### src/rtl/jesd204b_pkg.sv
// Shared JESD204B link-layer constants, link state encoding and the lane octet payload.
package jesd204b_pkg;

  localparam logic [7:0] K28_5 = 8'hBC;
  localparam logic [7:0] K28_0 = 8'h1C;
  localparam logic [7:0] K28_3 = 8'h7C;
  localparam logic [7:0] K28_4 = 8'h9C;
  localparam logic [7:0] K28_7 = 8'hFC;

  localparam int unsigned ILAS_CFG_LEN = 14;

  typedef enum logic [1:0] {
    CGS  = 2'd0,
    ILAS = 2'd1,
    DATA = 2'd2
  } link_state_e;

  // One octet headed for the 8B10B encoder plus its control-character flag.
  typedef struct packed {
    logic       k;
    logic [7:0] octet;
  } lane_octet_t;

  function automatic lane_octet_t kchar(input logic [7:0] c);
    lane_octet_t o;
    o.k     = 1'b1;
    o.octet = c;
    return o;
  endfunction

  function automatic lane_octet_t dchar(input logic [7:0] d);
    lane_octet_t o;
    o.k     = 1'b0;
    o.octet = d;
    return o;
  endfunction

endpackage

### src/rtl/jesd204b_tx_link_ctrl_if.sv
// Lane-side signals of the TX link controller: receiver SYNC~, scrambler input, encoder output.
interface jesd204b_tx_link_ctrl_if;
  import jesd204b_pkg::*;

  logic                        sync_n;
  logic [7:0]                  data_in;
  logic [8*ILAS_CFG_LEN-1:0]   cfg_in;
  logic [7:0]                  data_out;
  logic                        k_out;
  logic                        data_en;
  logic                        link_up;

  modport master (
    input  sync_n, data_in, cfg_in,
    output data_out, k_out, data_en, link_up
  );

  modport slave (
    output sync_n, data_in, cfg_in,
    input  data_out, k_out, data_en, link_up
  );

endinterface

### src/rtl/jesd204b_lmfc.sv
// Local multiframe clock: free-running octet position within the multiframe plus frame/multiframe ends.
module jesd204b_lmfc #(
  parameter int unsigned F = 4,
  parameter int unsigned K = 32
) (
  input  logic                      clk,
  input  logic                      reset,
  output logic [$clog2(F*K)-1:0]    pos,
  output logic                      frame_end,
  output logic                      mf_end
);

  localparam int unsigned FK    = F * K;
  localparam int unsigned POS_W = $clog2(FK);
  localparam int unsigned FW    = (F > 1) ? $clog2(F) : 1;

  // Octet index within the current frame; avoids a modulo on pos.
  logic [FW-1:0] fpos;

  always_ff @(posedge clk) begin
    if (reset) begin
      pos  <= '0;
      fpos <= '0;
    end else begin
      pos  <= mf_end ? '0 : pos + POS_W'(1);
      fpos <= frame_end ? '0 : fpos + FW'(1);
    end
  end

  assign frame_end = (fpos == FW'(F - 1));
  assign mf_end    = (pos == POS_W'(FK - 1));

endmodule

### src/rtl/jesd204b_tx_link_ctrl.sv
// JESD204B TX data-link control for one lane: CGS, ILAS and scrambled data with /A/ /F/ insertion.
module jesd204b_tx_link_ctrl
  import jesd204b_pkg::*;
#(
  parameter int unsigned F            = 4,
  parameter int unsigned K            = 32,
  parameter int unsigned ILAS_MF      = 4,
  parameter int unsigned SYNC_LOW_MIN = 4,
  parameter bit          SCRAMBLED    = 1'b1
) (
  input logic                     clk,
  input logic                     reset,
  jesd204b_tx_link_ctrl_if.master lane
);

  localparam int unsigned FK    = F * K;
  localparam int unsigned POS_W = $clog2(FK);
  localparam int unsigned MF_W  = (ILAS_MF > 1) ? $clog2(ILAS_MF) : 1;
  localparam int unsigned LC_W  = $clog2(SYNC_LOW_MIN + 1);

  logic [POS_W-1:0] pos;
  logic             frame_end;
  logic             mf_end;

  link_state_e      state;
  logic [MF_W-1:0]  mf;
  logic [7:0]       ramp;
  logic [LC_W-1:0]  low_cnt;
  logic             sync_r;
  lane_octet_t      out_q;
  logic             link_up_q;

  logic [7:0]       cfg_oct [16];
  logic [3:0]       cfg_idx;
  lane_octet_t      ilas_oct_c;
  lane_octet_t      data_oct_c;
  logic             ramp_inc_c;
  logic             mf_last_c;
  logic             resync_c;
  logic [LC_W-1:0]  low_cnt_nxt_c;

  jesd204b_lmfc #(.F(F), .K(K)) u_lmfc (
    .clk       (clk),
    .reset     (reset),
    .pos       (pos),
    .frame_end (frame_end),
    .mf_end    (mf_end)
  );

  // Configuration octets as an array; the two spare slots keep a 4-bit index in range.
  always_comb begin
    cfg_oct[14] = 8'h00;
    cfg_oct[15] = 8'h00;
    for (int j = 0; j < int'(ILAS_CFG_LEN); j++) begin
      cfg_oct[j] = lane.cfg_in[8*j +: 8];
    end
  end

  // ILAS octet for the current position; also used for the entry octet straight out of CGS.
  always_comb begin
    ramp_inc_c = 1'b0;
    cfg_idx    = 4'(pos - POS_W'(2));
    if (pos == '0) begin
      ilas_oct_c = kchar(K28_0);
    end else if (mf_end) begin
      ilas_oct_c = kchar(K28_3);
    end else if (mf == MF_W'(1) && pos == POS_W'(1)) begin
      ilas_oct_c = kchar(K28_4);
    end else if (mf == MF_W'(1) && pos >= POS_W'(2) && pos <= POS_W'(15)) begin
      ilas_oct_c = dchar(cfg_oct[cfg_idx]);
    end else begin
      ilas_oct_c = dchar(ramp);
      ramp_inc_c = 1'b1;
    end
  end

  // User data with alignment/frame character replacement.
  always_comb begin
    data_oct_c = dchar(lane.data_in);
    if (SCRAMBLED) begin
      if (mf_end && lane.data_in == K28_3) begin
        data_oct_c = kchar(K28_3);
      end else if (frame_end && !mf_end && lane.data_in == K28_7) begin
        data_oct_c = kchar(K28_7);
      end
    end
  end

  always_comb begin
    mf_last_c = (mf == MF_W'(ILAS_MF - 1));
    if (sync_r) begin
      low_cnt_nxt_c = '0;
    end else if (low_cnt == LC_W'(SYNC_LOW_MIN)) begin
      low_cnt_nxt_c = low_cnt;
    end else begin
      low_cnt_nxt_c = low_cnt + LC_W'(1);
    end
    resync_c = !sync_r && (low_cnt == LC_W'(SYNC_LOW_MIN - 1));
  end

  always_ff @(posedge clk) begin
    if (reset) begin
      state     <= CGS;
      mf        <= '0;
      ramp      <= '0;
      low_cnt   <= '0;
      sync_r    <= 1'b0;
      out_q     <= '0;
      link_up_q <= 1'b0;
    end else begin
      sync_r    <= lane.sync_n;
      link_up_q <= (state == DATA);
      case (state)
        CGS: begin
          mf      <= '0;
          ramp    <= '0;
          low_cnt <= '0;
          // A high SYNC~ at the multiframe boundary makes this very octet the first /R/.
          if (sync_r && pos == '0) begin
            state <= ILAS;
            out_q <= ilas_oct_c;
          end else begin
            out_q <= kchar(K28_5);
          end
        end
        ILAS: begin
          out_q   <= ilas_oct_c;
          low_cnt <= low_cnt_nxt_c;
          if (ramp_inc_c) ramp <= ramp + 8'd1;
          if (mf_end) mf <= mf_last_c ? '0 : mf + MF_W'(1);
          if (resync_c) begin
            state <= CGS;
          end else if (mf_end && mf_last_c) begin
            state <= DATA;
          end
        end
        DATA: begin
          out_q   <= data_oct_c;
          low_cnt <= low_cnt_nxt_c;
          if (resync_c) state <= CGS;
        end
        default: state <= CGS;
      endcase
    end
  end

  assign lane.data_out = out_q.octet;
  assign lane.k_out    = out_q.k;
  assign lane.link_up  = link_up_q;
  assign lane.data_en  = (state == DATA);

endmodule

### src/flat_wrapper.sv
// flat-port wrapper written by rule: the top's interface ports become plain ports
module jesd204b_tx_link_ctrl_flat import jesd204b_pkg::*;
#(
  parameter int unsigned F            = 4,
  parameter int unsigned K            = 32,
  parameter int unsigned ILAS_MF      = 4,
  parameter int unsigned SYNC_LOW_MIN = 4,
  parameter bit          SCRAMBLED    = 1'b1
)
  (clk, reset, lane_sync_n, lane_data_in, lane_cfg_in, lane_data_out, lane_k_out, lane_data_en, lane_link_up);
  jesd204b_tx_link_ctrl_if lane_i ();
  input logic clk;
  input logic reset;
  input wire logic [$bits(lane_i.sync_n)-1:0] lane_sync_n;
  input wire logic [$bits(lane_i.data_in)-1:0] lane_data_in;
  input wire logic [$bits(lane_i.cfg_in)-1:0] lane_cfg_in;
  output wire logic [$bits(lane_i.data_out)-1:0] lane_data_out;
  output wire logic [$bits(lane_i.k_out)-1:0] lane_k_out;
  output wire logic [$bits(lane_i.data_en)-1:0] lane_data_en;
  output wire logic [$bits(lane_i.link_up)-1:0] lane_link_up;
  assign lane_i.sync_n = lane_sync_n;
  assign lane_i.data_in = lane_data_in;
  assign lane_i.cfg_in = lane_cfg_in;
  assign lane_data_out = lane_i.data_out;
  assign lane_k_out = lane_i.k_out;
  assign lane_data_en = lane_i.data_en;
  assign lane_link_up = lane_i.link_up;
  jesd204b_tx_link_ctrl #(.F(F), .K(K), .ILAS_MF(ILAS_MF), .SYNC_LOW_MIN(SYNC_LOW_MIN), .SCRAMBLED(SCRAMBLED)) u_core (.clk(clk), .reset(reset), .lane(lane_i));
endmodule
### config.mk
export PLATFORM = sky130hd
export DESIGN_NAME = jesd204b_tx_link_ctrl_flat
export DESIGN_NICKNAME = d
export VERILOG_FILES = /design/src/rtl/jesd204b_pkg.sv /design/src/rtl/jesd204b_tx_link_ctrl_if.sv /design/src/rtl/jesd204b_lmfc.sv /design/src/rtl/jesd204b_tx_link_ctrl.sv /design/src/flat_wrapper.sv
export SDC_FILE = /design/constraint.sdc
export NUM_CORES = 1
export LEC_CHECK = 0
export ABC_CLOCK_PERIOD_IN_PS = 2390
export CORE_MARGIN = 10
export CORE_UTILIZATION = 35
export CTS_CLUSTER_DIAMETER = 100
export DETAILED_ROUTE_END_ITERATION = 16
export DONT_BUFFER_PORTS = 1
export HOLD_SLACK_MARGIN = 0.02
export RECOVER_POWER = 25
export REMOVE_ABC_BUFFERS = 1
export SLEW_MARGIN = 20
export SYNTH_ARGS = -nofsm -noshare
export SYNTH_HDL_FRONTEND = slang
export SYNTH_SLANG_ARGS = --single-unit
### constraint.sdc
create_clock -name clk -period 2.39 [get_ports clk]
set_input_delay 0.3585 -clock clk [delete_from_list [all_inputs] [get_ports clk]]
set_output_delay 0.3585 -clock clk [all_outputs]
set_load 0.03 [all_outputs]
---- Word-level counts from Yosys, hierarchy flattened ----
Index checks and enable logic that the tools add are counted.
storage, ports and cells
  output and inout bits ................... 11
  bits in registers ....................... 35
  logic and storage cells ................. 88
cells by class
  bitwise gates (word level) .............. 1
  eq/ne operators ......................... 17
  magnitude comparators ................... 3
  reduce and logical (&&, ||, !) cells .... 23
  multiplexer cells ....................... 28
  add/subtract/negate cells ............... 6
operators by type and width
  kind                 number
  $mux 9               6
  $bmux 8 s4           1
  $mux 8               4
  $pmux 9 s3           1
  $pmux 8 s2           1
  $mux 2               6
  $logic_and 1x1->1    9
  $add 8x1->8 const B  1
  $eq 8x7->1 const B   1
  $eq 8x8->1 const B   1
  $ne 2x1->1 const B   4
  $add 7x1->7 const B  1
  $eq 7x1->1 const B   1
  $eq 7x7->1 const B   1
  $ge 7x2->1 const B   1
  $le 7x4->1 const B   1
  $logic_not 7->1      1
  $eq 2x2->1 const B   3
  $mux 3               2
  $pmux 2 s3           1
  $pmux 3 s2           1
  $reduce_and 2->1     3
  $reduce_or 2->1      3
  $ge 5x5->1 const B   1
  16 further kinds     23

---- Depth between registers and ports, before layout ----
Gate-level depths: netlist (run 1).
  depth after elaboration ................. 11
  gate-level depth with buffers ........... 11

---- Cells and area by module ----
From an unflattened synthesis (run 1), not the netlist that was laid out.
second synthesis, totals
  cells, all modules ...................... 323
  area total of the unflattened synthesis .. 2,967.8 µm²
by module, submodules not included
  module                 sequential area each (µm²)  cells an instance  times used  area each (µm²)
  jesd204b_tx_link_ctrl  520.5                       286                1           2,617.5
  jesd204b_lmfc          180.2                       37                 1           350.3

---- Worst setup path after synthesis (run 1) ----
OpenSTA, ideal clock, no wires.
  path kind ............................... reg-to-reg
  start ................................... register u_core.u_lmfc.pos[1]
  end ..................................... register u_core.out_q (netlist bit u_core.lane.data_out[5])
  arrival ................................. 2.427 ns
  clock period less this slack ............ 2.549 ns
  path slack .............................. -0.159 ns
  setup time .............................. 0.122 ns
  stages on the path, launching flop included .. 10
  path through ............................ dfxtp_1 buf_2 buf_2 inv_2 ha_1 buf_1 mux4_2 a221o_1 nand4_1 a21oi_1
on the way
  cells in the longest elaborated chain, start to end .. 11
  elaborated cells between the ends (all ways) .. 26
RTL lines
  what                                        line                          text
  start, declared                             jesd204b_lmfc.sv:8            output logic [$clog2(F*K)-1:0] pos,
  start signal, assigned                      jesd204b_lmfc.sv:25           pos <= mf_end ? '0 : pos + POS_W'(1);
  $sub 4x2->4                                 jesd204b_tx_link_ctrl.sv:62   cfg_idx = 4'(pos - POS_W'(2));
  $not 4->5 (implied by the code)             jesd204b_tx_link_ctrl.sv:70   ilas_oct_c = dchar(cfg_oct[cfg_idx]);
  $bmux 8 s4                                  jesd204b_tx_link_ctrl.sv:70
  $mux 8 (implied by the code) (2 in series)  jesd204b_tx_link_ctrl.sv:70
  $mux 8                                      jesd204b_tx_link_ctrl.sv:69   end else if (mf == MF_W'(1) && pos >= POS_W'(2) && pos <= POS_W'(15)) begin
  $mux 9                                      jesd204b_tx_link_ctrl.sv:67   end else if (mf == MF_W'(1) && pos == POS_W'(1)) begin
  $mux 9                                      jesd204b_tx_link_ctrl.sv:65   end else if (mf_end) begin
  $mux 9                                      jesd204b_tx_link_ctrl.sv:63   if (pos == '0) begin
  $mux 9                                      jesd204b_tx_link_ctrl.sv:119  if (sync_r && pos == '0) begin
  $pmux 9 s3 (*)                              jesd204b_tx_link_ctrl.sv:113  case (state)
  end signal, assigned                        jesd204b_tx_link_ctrl.sv:121  out_q <= ilas_oct_c;
  end signal, assigned                        jesd204b_tx_link_ctrl.sv:123  out_q <= kchar(K28_5);
  end signal, assigned                        jesd204b_tx_link_ctrl.sv:127  out_q <= ilas_oct_c;
  end, declared                               jesd204b_tx_link_ctrl.sv:30   lane_octet_t out_q;
Mark *: on every way between the ends. The rest lies on a longest branch, timed or not. The select of a mux whose other input is x is not followed.
A chain may end at the register's enable or synchronous reset.

---- Final worst setup path (run 1) ----
  start ................................... register u_core.u_lmfc.pos[1]
  end ..................................... register u_core.out_q (netlist bit u_core.lane.data_out[6])
The elaborated chain is that of the path after synthesis.

==> impl_metrics.yaml, run 1 <==
run_status:
  status: "finished, final reports clean"
die:
  dieHeight_um: 113
  die-area_um2: 12900
  ios: 134
  rows: 34
  design.core.area_um2: 8590
  die_w_um: 113
  initial_core_util_pct: 35.5
worst_setup_path:
  cp-startpoint: "u_core.u_lmfc.pos[1]"
  cp_max_fo: 8
  crit_path_start_kind: "flip-flop"
  regToRegEndpoint: "u_core.lane.data_out[6]"
  path_class: "flip-flop to flip-flop"
  regToRegStartpoint: "u_core.u_lmfc.pos[1]"
  crit_required_ps: 2580
  critPathArrivalTime_ps: 2410
  worstSetupEndpointType: "flip-flop"
  endpoint: "u_core.lane.data_out[6]"
  r2r_slack_ps: 170
  reg2reg_depth: 7
clock_network:
  cts.sink_count: 35
  ctsRootBufferMaster: "clkbuf_8"
  cts_tree: "done"
  clk_pin_slew_worst_paths_ps: 80
  cts.path.max_buffers: 2
  clk_latency_ps: 300
  cts_buffers: 5
  postCtsSetupBuffers: 0
  cts_htree_levels: 2
synth:
  ys_seq_elements: 35
  synth_commonest_cells: "dfxtp_1, nand2_1, mux4_2, a21oi_1"
  ys_types: 66
  yosys_most_used_dff: "dfxtp_1"
  async_flop_share_pct: 0
  synth_cells: 326
  yosysTopAreaCell: "dfxtp_1"
  synth.avg_cell_area_um2: 9.37
  ys_top_cells_by_area: "dfxtp_1, mux4_2, ha_1"
  synth_edf_count: 0
  synth_area_um2: 3050
  yosys_warnings: 0
  synth_top_area_share_pct: 22.9
  seq_area_frac_synth_pct: 22.9
route:
  dr.first_iter.drc_count: 239
  wl_per_cell_um: 23.7
  routed_via_density: 6.19
  drt_wl_total_um: 10200
  vias: 2682
  dr.pass1.iters: 4
  antenna_left: 0
  drcViolationCount: 0
cells_and_area:
  syn2layout_area_growth_pct: 7.21
  stdcell_count: 433
  fin_nets: 465
  ff_latch_area_um2: 702
  n_antenna_cell: 0
  drive_gt1_share_pct: 20.6
  multiInputGateArea_um2: 2170
  fill_cells: 884
  post-route-cell-area_um2: 3270
sta:
  fmax_ghz: 0.451
  drv_slew: 0
  fin_setup_tns_ps: 0
  setup_viol: 0
  fin_skew_ps: 11.2
  tightest_slew_ps: 544
  whs_ps: 124
  relSlewSlack_pct: 63.8
  hold_violations: 0
  finalCritPeriodShare_pct: 92.8
  fin_ws_ps: 171
  rsz0062_at_grt: "false"
  post-route-min-period_ps: 2220
global_route:
  antenna_found_initial: 0
  grt_pass1_vias: 2779
  track_usage_pct: 15.4
  grt_max_degree: 23
  overflow: 0
  grt_pass1_wl_um: 16000
place:
  place_congestion: 0.831
  portBuffers: 0
  placed_area_um2: 3170
  dpl.hpwl_um: 8440
  place_ws_ps: 236
  dp.cells: 425
power_and_ir_drop:
  p_per_area_nw_per_um2: 495
  p_leak_nw: 1.12
  vdd_drop_max_v: 0.000246
hold_path:
  hp-class: "input port to flip-flop"
  min_from: "reset"
run:
  maxCapViolCount: 0
[cell usage in the layout, fill, tap and decap left out, types with 5 or more instances in the layout]
cell type,n
nand2_1,35
dfxtp_1,34
mux4_2,23
a21oi_1,19
nand3_1,18
ha_1,18
inv_1,13
nor2_1,11
buf_4,11
mux2_2,8
a31oi_1,8
nor2b_1,7
mux2i_1,7
o21ai_0,6
a221oi_1,6
a211oi_1,6
clkbuf_8,6
nor3_1,5
and3_1,5
[layer usage]
metal / global-route usage, % / vias up / wire, µm
met2: 25.5 / 143 / 4940
met3: 5.98 / 10 / 1130
li1: - / 1259 / -
met4: 4.48 / 0 / 168
met1: 18.1 / 1270 / 4010
met5: 0 / - / 0
[worst min-delay path by stage]
stage | to | slack (ps) | depth (start not counted)
final | u_core.low_cnt[0] | 120 | 1
after global routing | u_core.state[1] | 110 | 1
after CTS | u_core.state[1] | 120 | 1
after detailed placement | u_core.u_lmfc.fpos[0] | 420 | 1
after global placement | u_core.u_lmfc.fpos[0] | 410 | 1
after floorplan | u_core.u_lmfc.fpos[0] | 400 | 1
[per-stage QoR]
stage / total power, mW / utilization, %
after floorplan: 1.03 / -
after global placement: 1.15 / 36.9
after detailed placement: 1.16 / 36.9
after CTS: 1.63 / 38.0
after global routing: 1.71 / 38.1
final: 1.62 / 38.1
[critical path, cell delays in order (launching register included)]
cell and delay, ps:
dfxtp_1 450, inv_2 130, ha_1 430, mux4_2 350, a221oi_2 350, nor4_2 70, a211oi_2 220, o22ai_1 100
[state kept, by name, indices dropped and copies added (netlist names)]
register	count
u_core.ramp	8
u_core.lane.k_out	1
u_core.state	2
u_core.sync_r	1
u_core.u_lmfc.pos	7
u_core.mf	2
u_core.u_lmfc.fpos	2
u_core.lane.data_out	8
u_core.lane.link_up	1
u_core.low_cnt	3
[power by group]
part	total (mW)	switching, mW	internal, mW	leakage, nW
Clock	0.473	0.237	0.236	0.0484
Sequential	0.665	0.0549	0.610	0.286
Combinational	0.482	0.248	0.234	0.781
[logic make-up (layout without fill, tap and decap cells)]
family	count (synthesis)	count (layout)	synth area share, %
buffers and inverters	36	35	6.31
and+or+nand+nor	113	113	20.4
DFF	35	35	22.9
AOI/OAI and AO/OA	80	80	19.0
adders and majority gates	18	18	7.37
muxes	38	38	22.2
xor gates and xnor gates	6	6	1.72
[final cells by class]
class,instances,area share [%]
tap,108,4.13
sequential,35,21.4
inverter,14,1.60
multi-input combinational,255,66.2
clock buffer,7,2.64
timing repair buffer,13,3.74
clock inverter,1,0.267
[repair_timing]
item                                    CTS  global route
hold buffers                              0             0
resized for setup                         0             1
endpoints found under the setup margin    0             1
(Power assumes the default switching activity.)
==> inputs of run 2 (changes only) <==
==> constraint.sdc (replaced) <==
create_clock -name clk -period 2.39 [get_ports clk]
set_input_delay 0.1195 -clock clk [delete_from_list [all_inputs] [get_ports clk]]
set_output_delay 0.1195 -clock clk [all_outputs]
set_load 0.03 [all_outputs]
==> run 2 against run 1 <==
Critical path type unchanged. Worst setup slack worse by 20 ps. Non-clock buffer count up 2. Critical endpoint unchanged. Final cell count rose by 0.46%. Clock power barely moved. Largest power group unchanged. Sequential power is essentially flat.
==> impl_metrics.yaml, run 2 (same netlist as run 1, synthesis figures left out) <==
sta:
  fin_setup_tns_ps: 0
  relSlewSlack_pct: 45.9
  hold_violations: 0
  tightest_slew_ps: 809
  fin_skew_ps: 10.8
  setup_viol: 0
  fmax_ghz: 0.447
  rsz0062_at_grt: "false"
  post-route-min-period_ps: 2240
  finalCritPeriodShare_pct: 93.7
  drv_slew: 0
die:
  rows: 34
  ios: 134
  die_w_um: 113
  design.core.area_um2: 8590
  die-area_um2: 12900
  dieHeight_um: 113
  initial_core_util_pct: 35.5
hold_path:
  worstHoldEndpoint: "u_core.lane.k_out"
  whs_path_depth: 3
  hp-class: "input port to flip-flop"
  min_from: "lane_data_in[1]"
global_route:
  overflow: 0
  track_usage_pct: 15.6
  grt_max_degree: 21
  grt_pass1_vias: 2788
  antenna_found_initial: 0
  grt_pass1_wl_um: 16200
clock_network:
  cts.path.max_buffers: 2
  cts_buffers: 5
  clk_pin_slew_worst_paths_ps: 80
  cts.sink_count: 35
  cts_tree: "done"
  cts_htree_levels: 2
  ctsRootBufferMaster: "clkbuf_8"
  postCtsSetupBuffers: 0
  clk_latency_ps: 300
power_and_ir_drop:
  combPwrFrac_pct: 30.1
  switching_share_pct: 33.4
  internal_power_mw: 1.08
  vdd_drop_max_v: 0.000246
  p_total_mw: 1.63
  p_leak_nw: 1.12
  p_per_area_nw_per_um2: 494
  clkPwrFrac_pct: 29.0
  pwr-share-seq_pct: 40.9
  p_sw_uw: 543
route:
  drt_wl_total_um: 10200
  dr.first_iter.drc_count: 257
  wl_per_cell_um: 23.5
  drcViolationCount: 0
  dr.pass1.iters: 4
  vias: 2706
  antenna_left: 0
  routed_via_density: 6.22
cells_and_area:
  post-route-cell-area_um2: 3290
  utilization_pct: 38.3
  n_antenna_cell: 0
  final_common_cell: "nand2_1"
  final_cell_mix: "nand2_1, dfxtp_1, mux4_2, a21oi_1"
  fill_cells: 883
  syn2layout_area_growth_pct: 7.87
  drive_gt1_share_pct: 20.5
  fin_nets: 467
  stdcell_count: 435
place:
  portBuffers: 0
  place_congestion: 0.831
  dp.cells: 425
  placed_area_um2: 3170
  dpl.hpwl_um: 8440
worst_setup_path:
  path_class: "flip-flop to flip-flop"
  worstSetupEndpointType: "flip-flop"
  regToRegStartpoint: "u_core.u_lmfc.pos[1]"
  cp-startpoint: "u_core.u_lmfc.pos[1]"
  critPathArrivalTime_ps: 2400
  cp_max_fo: 8
  r2r_slack_ps: 150
  regToRegEndpoint: "u_core.lane.data_out[6]"
  crit_required_ps: 2550
  reg2reg_depth: 7
  crit_path_start_kind: "flip-flop"
run:
  maxCapViolCount: 0
run_status:
  status: "finished, final reports clean"
==> run 2: cell types whose count changed in the layout (fill, tap and decap cells not counted) <==
cell           delta
dlygate4sd3_1     +2
==> run 2: final cells by class <==
cell class / count / area, µm² / share of cell area [%]
repair buffers: 15 / 143 / 4.33
clock buffers: 7 / 86.3 / 2.62
clock inverters: 1 / 8.76 / 0.266
well taps: 108 / 135 / 4.10
flip-flops and latches: 35 / 702 / 21.3
inverters: 14 / 52.6 / 1.60
multi-input cells: 255 / 2170 / 65.8
==> run 2: timing repair <==
action / CTS / global route
hold buffers: 2 / 0
endpoints found under the hold margin: 20 / 0
endpoints found under the setup margin: 0 / 1
gates resized for setup: 0 / 1
==> run 2: how the worst max path moves through the flow <==
stage / end / slack, ps / cells after the start
floorplan: u_core.state[1] / -710 / 6
global placement: u_core.lane.data_out[6] / 310 / 7
detailed placement: u_core.lane.data_out[6] / 240 / 8
CTS: u_core.lane.data_out[6] / 170 / 8
global route: u_core.lane.data_out[6] / 9 / 7
finish: u_core.lane.data_out[6] / 150 / 7
==> run 2: metal layers <==
layer	wire [µm]	vias up	GRT usage (%)
met3	1220	10	6.09
met5	0	-	0
met1	3900	1286	18.2
met4	171	0	4.48
met2	4930	146	25.7
li1	-	1264	-
==> run 2: worst max-delay path, stage by stage, from the launching register on <==
cell	delay, ps
dfxtp_1	450
inv_2	130
ha_1	430
mux4_2	350
a221oi_2	350
nor4_2	70
a211oi_2	220
o22ai_1	100
==> run 2: per-stage QoR <==
step / worst slack (ps) / hold WS, ps
after detailed placement: 236 / 196
final: 151 / 69.6
after floorplan: -709 / 186
after global routing: 9.24 / 95.9
after global placement: 305 / 194
after CTS: 166 / 56.3
==> run 2: power groups by stage <==
stage	Clock, mW	Combinational [mW]	Sequential (mW)
after detailed placement	0	0.479	0.679
after global placement	0	0.475	0.679
final	0.471	0.490	0.665
after global routing	0.508	0.542	0.670
after floorplan	0	0.341	0.692
after CTS	0.479	0.491	0.666
==> inputs of run 3 (changes only) <==
Settings changed: CORE_ASPECT_RATIO from default to 1.75.
==> run 3 against run 2 <==
Routed wire length is 8.5% lower. Utilization increased by 0.43 points. Worst setup slack improved by 62 ps. First-iteration DRC count down 17%. Worst hold slack improved by 32 ps. Final cell count grew 1.4%. Fmax grew 2.8%. Clock power up 46%. Final area grew 1.4%. Die area increased by 1.1%. Highest routed layer unchanged.
==> impl_metrics.yaml, run 3 (same netlist as run 1, synthesis figures left out) <==
place:
  dpl.hpwl_um: 7810
  portBuffers: 0
  place_ws_ps: 104
  place_congestion: 0.861
cells_and_area:
  syn2layout_area_growth_pct: 9.34
  n_antenna_cell: 0
  final_common_cell: "nand2_1"
  fin_nets: 464
  final_cell_mix: "nand2_1, dfxtp_1, mux4_2, a21oi_1"
  drive_gt1_share_pct: 19.8
die:
  die_w_um: 90.6
  die-area_um2: 13000
  ios: 134
  rows: 45
  dieHeight_um: 144
  design.core.area_um2: 8610
  initial_core_util_pct: 35.5
clock_network:
  postCtsSetupBuffers: 0
  cts_htree_levels: 2
  cts_buffers: 5
  clk_latency_ps: 280
  cts.path.max_buffers: 2
  clk_pin_slew_worst_paths_ps: 60
  cts.sink_count: 35
  cts_tree: "done"
  ctsRootBufferMaster: "clkbuf_16"
sta:
  post-route-min-period_ps: 2180
  relSlewSlack_pct: 44.8
  tightest_slew_ps: 825
  whs_ps: 102
  fin_ws_ps: 212
  rsz0062_at_grt: "false"
  finalCritPeriodShare_pct: 91.1
  hold_violations: 0
  fin_skew_ps: 3.46
  setup_viol: 0
  drv_slew: 0
  fmax_ghz: 0.459
route:
  dr.pass1.iters: 4
  dr.first_iter.drc_count: 213
  wl_per_cell_um: 21.2
  antenna_left: 0
  routed_via_density: 6.05
  drt_wl_total_um: 9350
  drcViolationCount: 0
  vias: 2670
worst_setup_path:
  crit_path_start_kind: "flip-flop"
  worstSetupEndpointType: "flip-flop"
  critPathArrivalTime_ps: 2310
  regToRegStartpoint: "u_core.u_lmfc.pos[1]"
  path_class: "flip-flop to flip-flop"
  reg2reg_depth: 7
  crit_required_ps: 2520
  regToRegEndpoint: "u_core.lane.data_out[6]"
  cp_max_fo: 8
  r2r_slack_ps: 210
  cp-startpoint: "u_core.u_lmfc.pos[1]"
  endpoint: "u_core.lane.data_out[6]"
power_and_ir_drop:
  p_leak_nw: 1.14
  p_per_area_nw_per_um2: 547
  vdd_drop_max_v: 0.000288
run_status:
  status: "finished, final reports clean"
global_route:
  grt_max_degree: 26
  grt_pass1_wl_um: 14700
  antenna_found_initial: 0
  overflow: 0
  grt_pass1_vias: 2875
  track_usage_pct: 14.0
hold_path:
  hp-class: "input port to flip-flop"
  min_from: "lane_data_in[7]"
run:
  maxCapViolCount: 0
==> run 3: per-layer routing <==
metal | up-vias | GRT usage [%] | share of wire [%]
met5 | - | 0 | 0
met4 | 0 | 7.74 | 3.8
met3 | 20 | 5.59 | 9.9
met2 | 144 | 26.2 | 54
met1 | 1250 | 12.5 | 32
li1 | 1256 | - | -
==> run 3: worst max-delay path, cell delays in order (launching register included) <==
cell	delay, ps
dfxtp_2	420
inv_2	120
ha_1	450
mux4_2	350
a221oi_2	280
nor4_1	90
a211oi_2	220
o22ai_1	110
==> run 3: timing repair <==
action / in CTS / in global routing
hold buffers: 2 / 0
gates resized for setup: 0 / 1
endpoints found under the setup margin: 0 / 6
endpoints found under the hold margin: 20 / 0
==> run 3: worst min-delay path by stage <==
stage / cells after the start / slack [ps] / to
after CTS: 3 / 90 / u_core.lane.k_out
after global routing: 3 / 110 / u_core.lane.k_out
after floorplan: 1 / 190 / u_core.lane.link_up
after global placement: 1 / 190 / u_core.lane.link_up
final: 3 / 100 / u_core.lane.k_out
after detailed placement: 1 / 190 / u_core.lane.link_up
==> run 3: power breakdown <==
part	internal (mW)	switching (mW)
logic	0.235	0.233
clock network	0.444	0.244
registers	0.612	0.0607
==> run 3: layout make-up <==
| cell class | count | area [µm²] |
|---|---|---|
| Clock buffer | 8 | 156 |
| Fill cell | 855 | 5280 |
| Inverter | 14 | 52.6 |
| Multi-Input combinational cell | 255 | 2160 |
| Sequential cell | 35 | 703 |
| Tap cell | 117 | 146 |
| Timing Repair Buffer | 12 | 120 |
==> run 3: through the flow <==
step | setup TNS, ps | utilization [%] | total power, mW | instance area (µm²) | instances
after detailed placement | 0 | 36.7 | 1.15 | 3160 | 431
after global routing | 0 | 38.8 | 1.91 | 3340 | 441
after CTS | 0 | 38.8 | 1.85 | 3340 | 441
after global placement | 0 | 36.7 | 1.14 | 3160 | 431
final | 0 | 38.8 | 1.83 | 3340 | 441
after floorplan | -12540 | - | 1.03 | 2910 | 304
